$ cat src/rtl/load_store_unit.sv
// ---------------------------------------------------------------------------
// load_store_unit
//
// Executes one load or store command at a time against a simple
// request/acknowledge data memory. The effective address is the base
// register value plus a sign-extended 8-bit offset. Addresses that do not fit
// in the memory address space are rejected without touching memory. Loads
// write the returned word back to the register file for exactly one cycle.
// A memory that never acknowledges is abandoned after TIMEOUT request cycles.
//
// Ports
//   reg_clk, reg_rst       clock (rising edge), async active-high reset
//   ls_valid / ls_ready    command handshake; ready only while idle
//   ls_is_store            1 = store, 0 = load
//   ls_base, ls_offset     base address and signed byte offset
//   ls_rd                  load destination register index
//   ls_store_data          store data
//   mem_req, mem_we        memory request and write enable
//   mem_addr, mem_wdata    memory address and write data
//   mem_ack, mem_rdata     memory completion and read data
//   wb_we, wb_addr,wb_data register-file writeback port
//   ls_done, ls_err        one-cycle completion / error pulses
// ---------------------------------------------------------------------------
module load_store_unit #(
   parameter int SIZE    = 24,
   parameter int MEM_AW  = 16,
   parameter int TIMEOUT = 16
) (
   input  logic              reg_clk,
   input  logic              reg_rst,
   input  logic              ls_valid,
   output logic              ls_ready,
   input  logic              ls_is_store,
   input  logic [SIZE-1:0]   ls_base,
   input  logic [7:0]        ls_offset,
   input  logic [3:0]        ls_rd,
   input  logic [SIZE-1:0]   ls_store_data,
   output logic              mem_req,
   output logic              mem_we,
   output logic [MEM_AW-1:0] mem_addr,
   output logic [SIZE-1:0]   mem_wdata,
   input  logic              mem_ack,
   input  logic [SIZE-1:0]   mem_rdata,
   output logic              wb_we,
   output logic [3:0]        wb_addr,
   output logic [SIZE-1:0]   wb_data,
   output logic              ls_done,
   output logic              ls_err
);

   localparam int CW = $clog2(TIMEOUT + 1);

   typedef enum logic [2:0] {
      IDLE,
      REQ,
      WB,
      DONE,
      ERR
   } state_t;

   state_t              state_q, state_d;
   logic                is_store_q, is_store_d;
   logic [3:0]          rd_q, rd_d;
   logic [SIZE-1:0]     wdata_q, wdata_d;
   logic [MEM_AW-1:0]   addr_q, addr_d;
   logic [SIZE-1:0]     rdata_q, rdata_d;
   logic [CW-1:0]       cnt_q, cnt_d;

   logic [SIZE-1:0]     off_ext;
   logic [SIZE-1:0]     ea;
   logic                addr_err;

   // Effective address wraps modulo 2^SIZE; any set bit above the memory
   // address width means the access falls outside the data memory.
   assign off_ext  = {{(SIZE-8){ls_offset[7]}}, ls_offset};
   assign ea       = ls_base + off_ext;
   assign addr_err = |ea[SIZE-1:MEM_AW];

   // Next-state and latch updates. Commands are only looked at while idle,
   // and mem_ack is only looked at while a request is outstanding, so stray
   // handshakes in any other state have no effect. An ack in the final
   // allowed request cycle takes priority over the timeout.
   always_comb begin
      state_d    = state_q;
      is_store_d = is_store_q;
      rd_d       = rd_q;
      wdata_d    = wdata_q;
      addr_d     = addr_q;
      rdata_d    = rdata_q;
      cnt_d      = cnt_q;

      case (state_q)
         IDLE: begin
            if (ls_valid) begin
               is_store_d = ls_is_store;
               rd_d       = ls_rd;
               wdata_d    = ls_is_store ? ls_store_data : '0;
               cnt_d      = '0;
               if (addr_err) begin
                  state_d = ERR;
               end else begin
                  addr_d  = ea[MEM_AW-1:0];
                  state_d = REQ;
               end
            end
         end
         REQ: begin
            if (mem_ack) begin
               if (is_store_q) begin
                  state_d = DONE;
               end else begin
                  rdata_d = mem_rdata;
                  state_d = WB;
               end
            end else if (cnt_q == CW'(TIMEOUT - 1)) begin
               state_d = ERR;
            end else begin
               cnt_d = cnt_q + CW'(1);
            end
         end
         WB:      state_d = DONE;
         DONE:    state_d = IDLE;
         ERR:     state_d = IDLE;
         default: state_d = IDLE;
      endcase
   end

   // State and latch registers; reset aborts any transaction immediately.
   always_ff @(posedge reg_clk or posedge reg_rst) begin
      if (reg_rst) begin
         state_q    <= IDLE;
         is_store_q <= 1'b0;
         rd_q       <= '0;
         wdata_q    <= '0;
         addr_q     <= '0;
         rdata_q    <= '0;
         cnt_q      <= '0;
      end else begin
         state_q    <= state_d;
         is_store_q <= is_store_d;
         rd_q       <= rd_d;
         wdata_q    <= wdata_d;
         addr_q     <= addr_d;
         rdata_q    <= rdata_d;
         cnt_q      <= cnt_d;
      end
   end

   // Outputs are decoded purely from the state register and the latches,
   // so they are glitch-free and never depend combinationally on inputs.
   assign ls_ready  = (state_q == IDLE);
   assign mem_req   = (state_q == REQ);
   assign mem_we    = (state_q == REQ) && is_store_q;
   assign mem_addr  = addr_q;
   assign mem_wdata = wdata_q;
   assign wb_we     = (state_q == WB);
   assign wb_addr   = rd_q;
   assign wb_data   = rdata_q;
   assign ls_done   = (state_q == DONE);
   assign ls_err    = (state_q == ERR);

endmodule
$ cat config.mk
export PLATFORM = sky130hd
export DESIGN_NAME = load_store_unit
export DESIGN_NICKNAME = d
export VERILOG_FILES = /design/src/rtl/load_store_unit.sv
export SDC_FILE = /design/constraint.sdc
export NUM_CORES = 1
export LEC_CHECK = 0
export CORE_UTILIZATION = 45
export CTS_CLUSTER_DIAMETER = 60
export DETAILED_ROUTE_END_ITERATION = 6
export PLACE_DENSITY = 0.77
export RECOVER_POWER = 100
export SLEW_MARGIN = 10
export SYNTH_ARGS = -nofsm -noshare
export SYNTH_HDL_FRONTEND = slang
export SYNTH_SLANG_ARGS = --single-unit
$ cat constraint.sdc
create_clock -name reg_clk -period 3 [get_ports reg_clk]
set_input_delay 0.75 -clock reg_clk [delete_from_list [all_inputs] [get_ports reg_clk]]
set_output_delay 0.75 -clock reg_clk [all_outputs]
set_load 0.02 [all_outputs]
==> reports/results.ini <==
[global_route]
overflow=0
grt_pass1_vias=4195
track_usage_pct=26.0
grt_max_degree=61
grt_pass1_wl_um=20300
antenna_found_initial=0

[detailed_routing]
via_per_inst=5.24
drc=0
drt-initial-drc-count=173
routedWlPerCell_um=16.2
drtPass1Iterations=5
top_layer=met4
met3_length_um=840
num_vias=4230
routed-wl-met2_um=6410
ant_nets=0
wirelength_um=13100
met1_length_um=5350

[timing]
relSlewSlack_pct=10.7
slew_viol_final=0
setup_ws_ns=-0.619
finalSetupViolations=18
rsz0062_at_grt=true
fmax_mhz=276
worst_slew_pin_slew_ns=1.34
skew_ns=0.0105
tns_ns=-10.16
hold_viol=0
min_period_ns=3.62
fin_crit_sh_pct=121

[power]
power_leakage_nw=3.44
power_density_nw_per_um2=671
vdd_drop_max_uv=375

[yosys]
ys_seq_area_share_pct=44.1
synth_edf_count=0
ys_ff_latch=77
synthFlopType=dfrtp_1
synth_warnings=0
synth_area_um2=4370
synth_nets=545
synthArstFlopShare_pct=100
ys_types=59
syn_inst=430
syn_area_per_cell_um2=10.2

[cells_and_area]
syn2layout_area_growth_pct=62.5
fillers=646
diodes=0
drive_above_1_share_pct=26.5
layout.nets=789
finish.utilization_pct=76.2
fin_cells=808

[floorplanning]
row_count=35
core_area_um2=9330
ios=163
start_util_pct=46.9
die_area_um2=10100
dieHeight_um=101
die_w_um=101

[status]
violations=negative setup slack
status=complete, but fails checks

[cts]
cts_tree=done
cts-htree-levels=3
cts-root-buf=clkbuf_8
cts.sinks=77
clock_latency_ns=0.35
cts_buffers=9
cts.path.max_buffers=2
postCtsHoldBufs=0
path_clk_slew_ns=0.07

[placement]
place.gp.congestion=0.875
place_hpwl_um=9790
dp_cells=781
place_ws_ns=-1.28
io_buffers=162

[critical_path]
r2r_start=state_q[0]
rr_endpoint=mem_wdata[18]
arrival_ns=3.84
worstSetupPathType=in2reg
cp_num_buf_inv=3
reg2reg_depth=5
r2r_slack_ns=0.53
cp-start-kind=input pin
cp_slowest_stage_delay_ns=0.39
critPathRequiredTime_ns=3.22
path_cells=buf_6, ha_4, fa_2, a21o_2, a221o_2, a41oi_2, a211oi_2, or3_1, a211oi_2, nand4_2, nor3_4, buf_6, buf_12, mux2_4
critPathSlowestCell=a221o_2
critPathTopFamily=compound AO/OA/AOI/OAI gates
cp_max_fo=6
endpoint_kind=flop

[hold_path]
whs_endpoint=mem_wdata[21]
min_from=mem_wdata[21]
holdPathStages=2
hold_class=reg2reg

[flow_run]
drv_cap=0

-- per-layer routing --
metal,vias to the layer above,GRT usage [%]
li1,2025,-
met3,38,5.06
met5,-,0
met2,178,44.9
met4,0,12.6
met1,1989,31.2
-- registers in the layout, indices dropped and copies added (netlist names) --
register / flops
wb_addr: 4
state_q: 3
cnt_q: 5
mem_addr: 16
mem_wdata: 24
wb_data: 24
is_store_q: 1
-- worst register-to-register path, stage by stage, from the launching register on --
cell	delay (ns)
dfrtp_1	0.46
nor3_1	0.42
and2_1	0.21
clkbuf_1	0.98
nand3_1	0.20
nand2_1	0.14
-- cell families after synthesis --
family / Yosys count / synth area share, %
buf+inv: 25 / 3.41
xor+xnor: 22 / 4.41
compound gates: 79 / 12.4
fa+ha+maj: 26 / 7.62
simple gates: 160 / 16.8
flops: 77 / 44.1
mux: 41 / 11.3
-- cell usage after synthesis (2+ instances only) --
cell type | number | share of area [%]
xor2_1 | 9 | 1.8
a221o_1 | 2 | 0.46
a21oi_1 | 21 | 2.4
a41oi_1 | 2 | 0.40
a2111oi_0 | 2 | 0.40
clkbuf_1 | 10 | 0.86
o211ai_1 | 2 | 0.34
nor3_1 | 4 | 0.46
o21a_1 | 3 | 0.52
a211oi_1 | 4 | 0.69
inv_1 | 7 | 0.60
nor2b_1 | 3 | 0.43
buf_6 | 2 | 0.52
nor2_1 | 16 | 1.4
nand3_1 | 27 | 3.1
o21ai_0 | 19 | 2.2
and2_1 | 3 | 0.43
nand2b_1 | 2 | 0.29
buf_4 | 2 | 0.34
xnor2_1 | 13 | 2.6
and3_1 | 4 | 0.57
nand4_1 | 3 | 0.43
dfrtp_1 | 77 | 44
mux2_4 | 9 | 3.1
nand2_1 | 87 | 7.5
ha_1 | 25 | 7.2
o31ai_1 | 2 | 0.34
a21o_2 | 3 | 0.60
mux2_2 | 31 | 8.0
a21o_1 | 7 | 1.2
-- final cells by class --
class	instances	area [um^2]	area share, %
timing repair buffer	251	2320	32.7
tap	129	161	2.27
clock buffer	10	128	1.80
multi-input combinational	328	2460	34.7
inverter	7	26.3	0.370
sequential	77	1930	27.1
clock inverter	6	72.6	1.02
-- what timing repair did --
item / 4_1_cts / 5_1_grt
endpoints found under the setup margin: 18 / 18
pin swaps: 23 / 2
gates resized for setup: 53 / 2
setup buffers: 6 / 5
gates cloned: 1 / 0
-- cells in the final DEF, fill, tap and decap left out, drive strengths merged, types with 11 or more instances in the layout --
cell           synthesis  layout
nand3                 27      27
nand2                 87      87
a21oi                 21      21
dlygate4sd2            0      11
dlygate4sd3            0      74
o21ai                 19      19
mux2                  40      40
buf                    6      88
nor2                  16      16
ha                    25      25
clkbuf                11      13
dfrtp                 77      77
xnor2                 13      13
clkdlybuf4s50          0      73
-- through the flow --
stage	cell area [um^2]	hold slack (ns)	total power, mW
after floorplan	4390	0.449	2.88
after global placement	6660	0.450	4.03
after detailed placement	6660	0.454	4.11
after CTS	7080	0.472	4.94
after global routing	7100	0.489	5.06
final	7100	0.464	4.77
-- power breakdown --
part / switching [mW] / total [mW] / internal (mW)
Clock: 0.394 / 0.785 / 0.392
Combinational: 1.28 / 2.38 / 1.11
Sequential: 0.197 / 1.60 / 1.40
Total: 1.87 / 4.77 / 2.90
-- worst max path at each step --
| stage | from | end | slack [ns] | cells past startpoint |
|---|---|---|---|---|
| floorplan | ls_base[0] | mem_addr[0] | -0.73 | 12 |
| global placement | ls_base[0] | mem_addr[11] | -1.21 | 13 |
| detailed placement | ls_base[0] | mem_addr[11] | -1.28 | 13 |
| CTS | ls_offset[0] | mem_addr[7] | -0.54 | 14 |
| global route | ls_offset[0] | mem_addr[11] | -0.67 | 14 |
| finish | ls_offset[0] | mem_addr[11] | -0.62 | 14 |
Power figures use the tool's default switching activity.
==> patch 1 (config.mk and constraints unchanged) <==
The 5 states of `state_t` get a one-hot encoding in 5 bits.
--- a/src/rtl/load_store_unit.sv
+++ b/src/rtl/load_store_unit.sv
@@ -51,10 +51,10 @@
    localparam int CW = $clog2(TIMEOUT + 1);
 
-   typedef enum logic [2:0] {
-      IDLE,
-      REQ,
-      WB,
-      DONE,
-      ERR
+   typedef enum logic [4:0] {
+      IDLE = 5'b00001,
+      REQ  = 5'b00010,
+      WB   = 5'b00100,
+      DONE = 5'b01000,
+      ERR  = 5'b10000
    } state_t;
 
Function: same outputs for any inputs over 10 cycles, from zero or initial values and one cycle with reg_rst high; not proved beyond that.
==> patch 1 against the original RTL <==
  * The run still ends with negative setup slack left
  * Wire length is 12% higher
  * Final area is 7.0% higher
  * Critical path depth is 1 lower
  * Critical endpoint is now mem_addr[5]
  * Critical path type unchanged
  * Core utilization is 4.9 points higher
  * Worst setup slack better by 0.22 ns
  * Area after synthesis is 1.1% higher
  * Largest cell class unchanged
  * Sequential cell count is 2 higher
Power is not compared: it rests on default switching activity, and its combinational part moved more than twofold at a synthesized area within 25%.
==> patch 1: results (changes against the original RTL) <==
yosys:
  synth_nets: 598  # was 545
  synth_cell_types: 58  # was 59
  synth_seq_area_share: 0.448  # was 0.441
  synth.cells.most_frequent: "160 x sky130_fd_sc_hd__nand2_1, 78 x sky130_fd_sc_hd__dfrtp_1, 26 x sky130_fd_sc_hd__nand3_1"  # was 87 x sky130_fd_sc_hd__nand2_1, 77 x sky130_fd_sc_hd__dfrtp_1, 31 x sky130_fd_sc_hd__mux2_2
timing:
  worst_hold_slack_ns: 0.465  # was 0.464 ns
  final-setup-viol-count: 17  # was 18
  layout_setup_ws_ns: -0.395  # was -0.619 ns
  max_slew_headroom: 0.227  # was 0.107
  setup_tns_ns: -6.19  # was -10.16 ns
setup_path:
  crit_fanout: 8  # was 6
  crit_path_start: "ls_offset[7]"  # was ls_offset[0]
  cp_slowest_cell: "sky130_fd_sc_hd__a221o_1"  # was sky130_fd_sc_hd__a221o_2
  worst_r2r_startpoint: "state_q[2]"  # was state_q[0]
  timing.reg2reg.worst_path_depth: 8  # was 5
  critPathMaxStageDelay_ns: 0.35  # was 0.39 ns
  worst_ep_arrival_time_ns: 3.63  # was 3.84 ns
  crit_path_end: "mem_addr[5]"  # was mem_addr[11]
  worstReg2RegEnd: "mem_addr[5]"  # was mem_wdata[18]
  setup.reg_to_reg.worst_slack_ns: 0.35  # was 0.53 ns
placed_design:
  place.detailed.hpwl_um: 10200  # was 9790 um
  placed_cells_incl_taps: 836  # was 781
  place.gp.congestion: 0.986  # was 0.875
  post_dp_cell_area_um2: 6900  # was 6660 um^2
  pre_cts_slack_ns: -1.18  # was -1.28 ns
global_route:
  vias_in_the_first_global_route: 4848  # was 4195
  grt_first_pass_wirelength_um: 23300  # was 20300 um
  grtUsageTotal: 0.297  # was 0.260
  grtUsageMet3: 0.0756  # was 0.0506
  grt.met1_usage: 0.341  # was 0.312
  grtUsageMet2: 0.510  # was 0.449
worst_hold_path:
  hold_start: "mem_wdata[6]"  # was mem_wdata[21]
  timing.hold.worst_endpoint: "mem_wdata[6]"  # was mem_wdata[21]
  hold_path_depth: 2  # unchanged
power:
  vdd.ir_drop.worst_uv: 293
  total_power_mw: 3.21
route:
  routed_wire_per_std_cell_um: 16.8  # was 16.2 um
  routed_wl_um: 14600  # was 13100 um
  vias_per_cell: 5.33  # was 5.24
  drt_first_iter_violations: 200  # was 173
  dr_wl_met2_um: 7440  # was 6410 um
  met3_wirelength_um: 770  # was 840 um
  met1Wirelength_um: 5780  # was 5350 um
run_status:
  status: "finished, violations left"  # unchanged
  violated_checks: "negative setup slack"  # unchanged
[patch 1: cell families after synthesis]
| kind of cell | count (synthesis) | synth area share |
|---|---|---|
| flip-flops | 79 | 0.448 |
| AO/OA/AOI/OAI | 74 | 0.114 |
| AND/OR/NAND/NOR | 245 | 0.250 |
| adder cells (fa/ha/maj) | 26 | 0.0753 |
| multiplexers | 17 | 0.0510 |
| XOR/XNOR | 19 | 0.0377 |
| buffers and inverters | 23 | 0.0249 |
[patch 1: area by class of cell]
type | instances | share of cell area
Clock inverter | 5 | 0.0107
Multi-Input combinational cell | 381 | 0.374
Tap cell | 129 | 0.0212
Inverter | 5 | 0.00247
Clock buffer | 10 | 0.0168
Sequential cell | 79 | 0.260
Timing Repair Buffer | 260 | 0.315
[patch 1: what timing repair did]
item                       4_1_cts  5_1_grt
setup endpoints to repair       22       20
pin swaps                       45       29
buffers inserted                16        2
gates resized for setup        104       28
cloned                           3        0
==> patch 2 (same settings) <==
Without the edit above. Set the parameter `TIMEOUT` to 8 (it was 16).
--- a/src/rtl/load_store_unit.sv
+++ b/src/rtl/load_store_unit.sv
@@ -25,5 +25,5 @@
    parameter int SIZE    = 24,
    parameter int MEM_AW  = 16,
-   parameter int TIMEOUT = 16
+   parameter int TIMEOUT = 8
 ) (
    input  logic              reg_clk,
Behaviour: not the same (Yosys sat finds a counterexample within 10 cycles, from zero or initial values and one cycle with reg_rst high).
==> patch 2 against the original RTL <==
  * The flow finishes with violations (max-capacitance violations, max-slew violations, negative setup slack)
  * Clock skew decreased by 0.0038 ns
  * First-iteration DRC count decreased by 11%
  * Wire length increased by 12%
  * Area after synthesis increased by 0.74%
  * Power increased by 4.2%
  * Worst setup slack improved by 0.33 ns
  * Sequential cell count decreased by 1
  * Final area increased by 7.8%
  * Largest cell class unchanged
  * Synthesized cell count unchanged
==> patch 2: results (changes against the original RTL) <==
finish:
  finalNetCount: 797  # was 789
  layout-drive-gt1-share: 0.349  # was 0.265
  fillers: 572  # was 646
  finish.cell_count_without_fillers: 816  # was 808
yosys:
  synth_nets: 544  # was 545
  netlist_top_cells_area: "sky130_fd_sc_hd__dfrtp_1 43%, sky130_fd_sc_hd__mux2_2 9.5%, sky130_fd_sc_hd__ha_1 6.8%, sky130_fd_sc_hd__nand2_1 6.7%, sky130_fd_sc_hd__o21ai_0 3.6%"  # was sky130_fd_sc_hd__dfrtp_1 44%, sky130_fd_sc_hd__mux2_2 8.0%, sky130_fd_sc_hd__nand2_1 7.5%, sky130_fd_sc_hd__ha_1 7.2%, sky130_fd_sc_hd__mux2_4 3.1%
  post_synth.cell_area_avg_um2: 10.2  # about the same
  synth_cell_types: 52  # was 59
  synth_seq_area_share: 0.432  # was 0.441
global_route:
  vias_in_the_first_global_route: 4639  # was 4195
route:
  vias_per_cell: 5.42  # was 5.24
  drt_first_iter_violations: 154  # was 173
  routed_wl_um: 14600  # was 13100 um
  drtPass1Iterations: 4  # was 5
placed_design:
  pre_cts_slack_ns: -1.06  # was -1.28 ns
  place.gp.congestion: 0.911  # was 0.875
run_status:
  violated_checks: "max-capacitance violations, max-slew violations, negative setup slack"  # was negative setup slack
  status: "finished, violations left"  # unchanged
job:
  drv_cap: 1  # was 0
timing:
  final_slew_viol_count: 36  # was 0
  timing.clock.skew_ns: 0.00668  # was 0.0105 ns
  final-setup-viol-count: 18  # unchanged
  layout_setup_ws_ns: -0.290  # was -0.619 ns
  max_slew_headroom: -0.00895  # was 0.107
power:
  power_leakage_nw: 3.33  # was 3.44 nW
  vdd.ir_drop.worst_uv: 563  # was 375 uV
  internal_power_mw: 3.08  # was 2.90 mW
setup_path:
  crit_fanout: 5  # was 6
  setup.reg_to_reg.worst_slack_ns: 0.91  # was 0.53 ns
  worst_ep_arrival_time_ns: 3.51  # was 3.84 ns
patch 2: final cells by class:
type                       count  area share
clock inverter                 5     0.00376
clock buffer                  10      0.0180
tap                          129      0.0211
multi-input combinational    329       0.386
timing repair buffer         261       0.320
sequential                    76       0.248
inverter                       6     0.00311
patch 2: timing repair:
| item | in CTS | in global routing |
|---|---|---|
| cloned | 3 | 0 |
| pin swaps | 52 | 29 |
| setup buffers | 13 | 7 |
| gates resized for setup | 122 | 33 |
| setup endpoints to repair | 18 | 18 |
patch 2: power groups by stage:
stage | Clock, mW | Sequential, mW | Combinational [mW]
global placement | 0 | 1.61 | 2.41
CTS | 0.691 | 1.62 | 2.61
detailed placement | 0 | 1.64 | 2.46
finish | 0.673 | 1.63 | 2.67
global route | 0.733 | 1.67 | 2.83
floorplan | 0 | 2.04 | 0.799
patch 2: cells by family after synthesis:
group                    count (synthesis)  share of synthesized area
AND/OR/NAND/NOR                        129                      0.136
multiplexers                            49                      0.133
buffers and inverters                   25                     0.0276
adder cells (fa/ha/maj)                 25                     0.0727
XOR/XNOR                                19                     0.0378
flip-flops                              76                      0.432
AO/OA/AOI/OAI                          107                      0.161
patch 2: final timing paths:
check	from	to	cells past startpoint
setup / recovery	ls_offset[0]	mem_addr[13]	13
hold / removal	mem_wdata[6]	mem_wdata[6]	2
setup reg to reg	state_q[0]	mem_addr[13]	8
hold reg to reg	mem_wdata[6]	mem_wdata[6]	2
max in group asynchronous	reg_rst	mem_wdata[8]	3
min in group asynchronous	reg_rst	wb_data[1]	2
patch 2: tightest hold or removal path, delay by kind of cell, from the launching register on:
family / cells / cell delay (ns)
compound gates: 1 / 0.06
simple gates: 1 / 0.04
flops: 1 / 0.35
patch 2: layer usage:
metal  routed length [um]  global-route usage
met1                 5850               0.329
met2                 7380               0.494
met3                  896              0.0763
met4                  507               0.115
met5                    0                   0
patch 2: through the flow:
step           power [mW]  area (um^2)  hold slack [ns]  utilization
2_1_floorplan        2.84         4430            0.472            -
3_3_place_gp         4.02         6750            0.461        0.721
3_5_place_dp         4.10         6750            0.469        0.721
4_1_cts              4.93         7580            0.487        0.809
5_1_grt              5.24         7650            0.513        0.817
6_report             4.97         7650            0.483        0.817
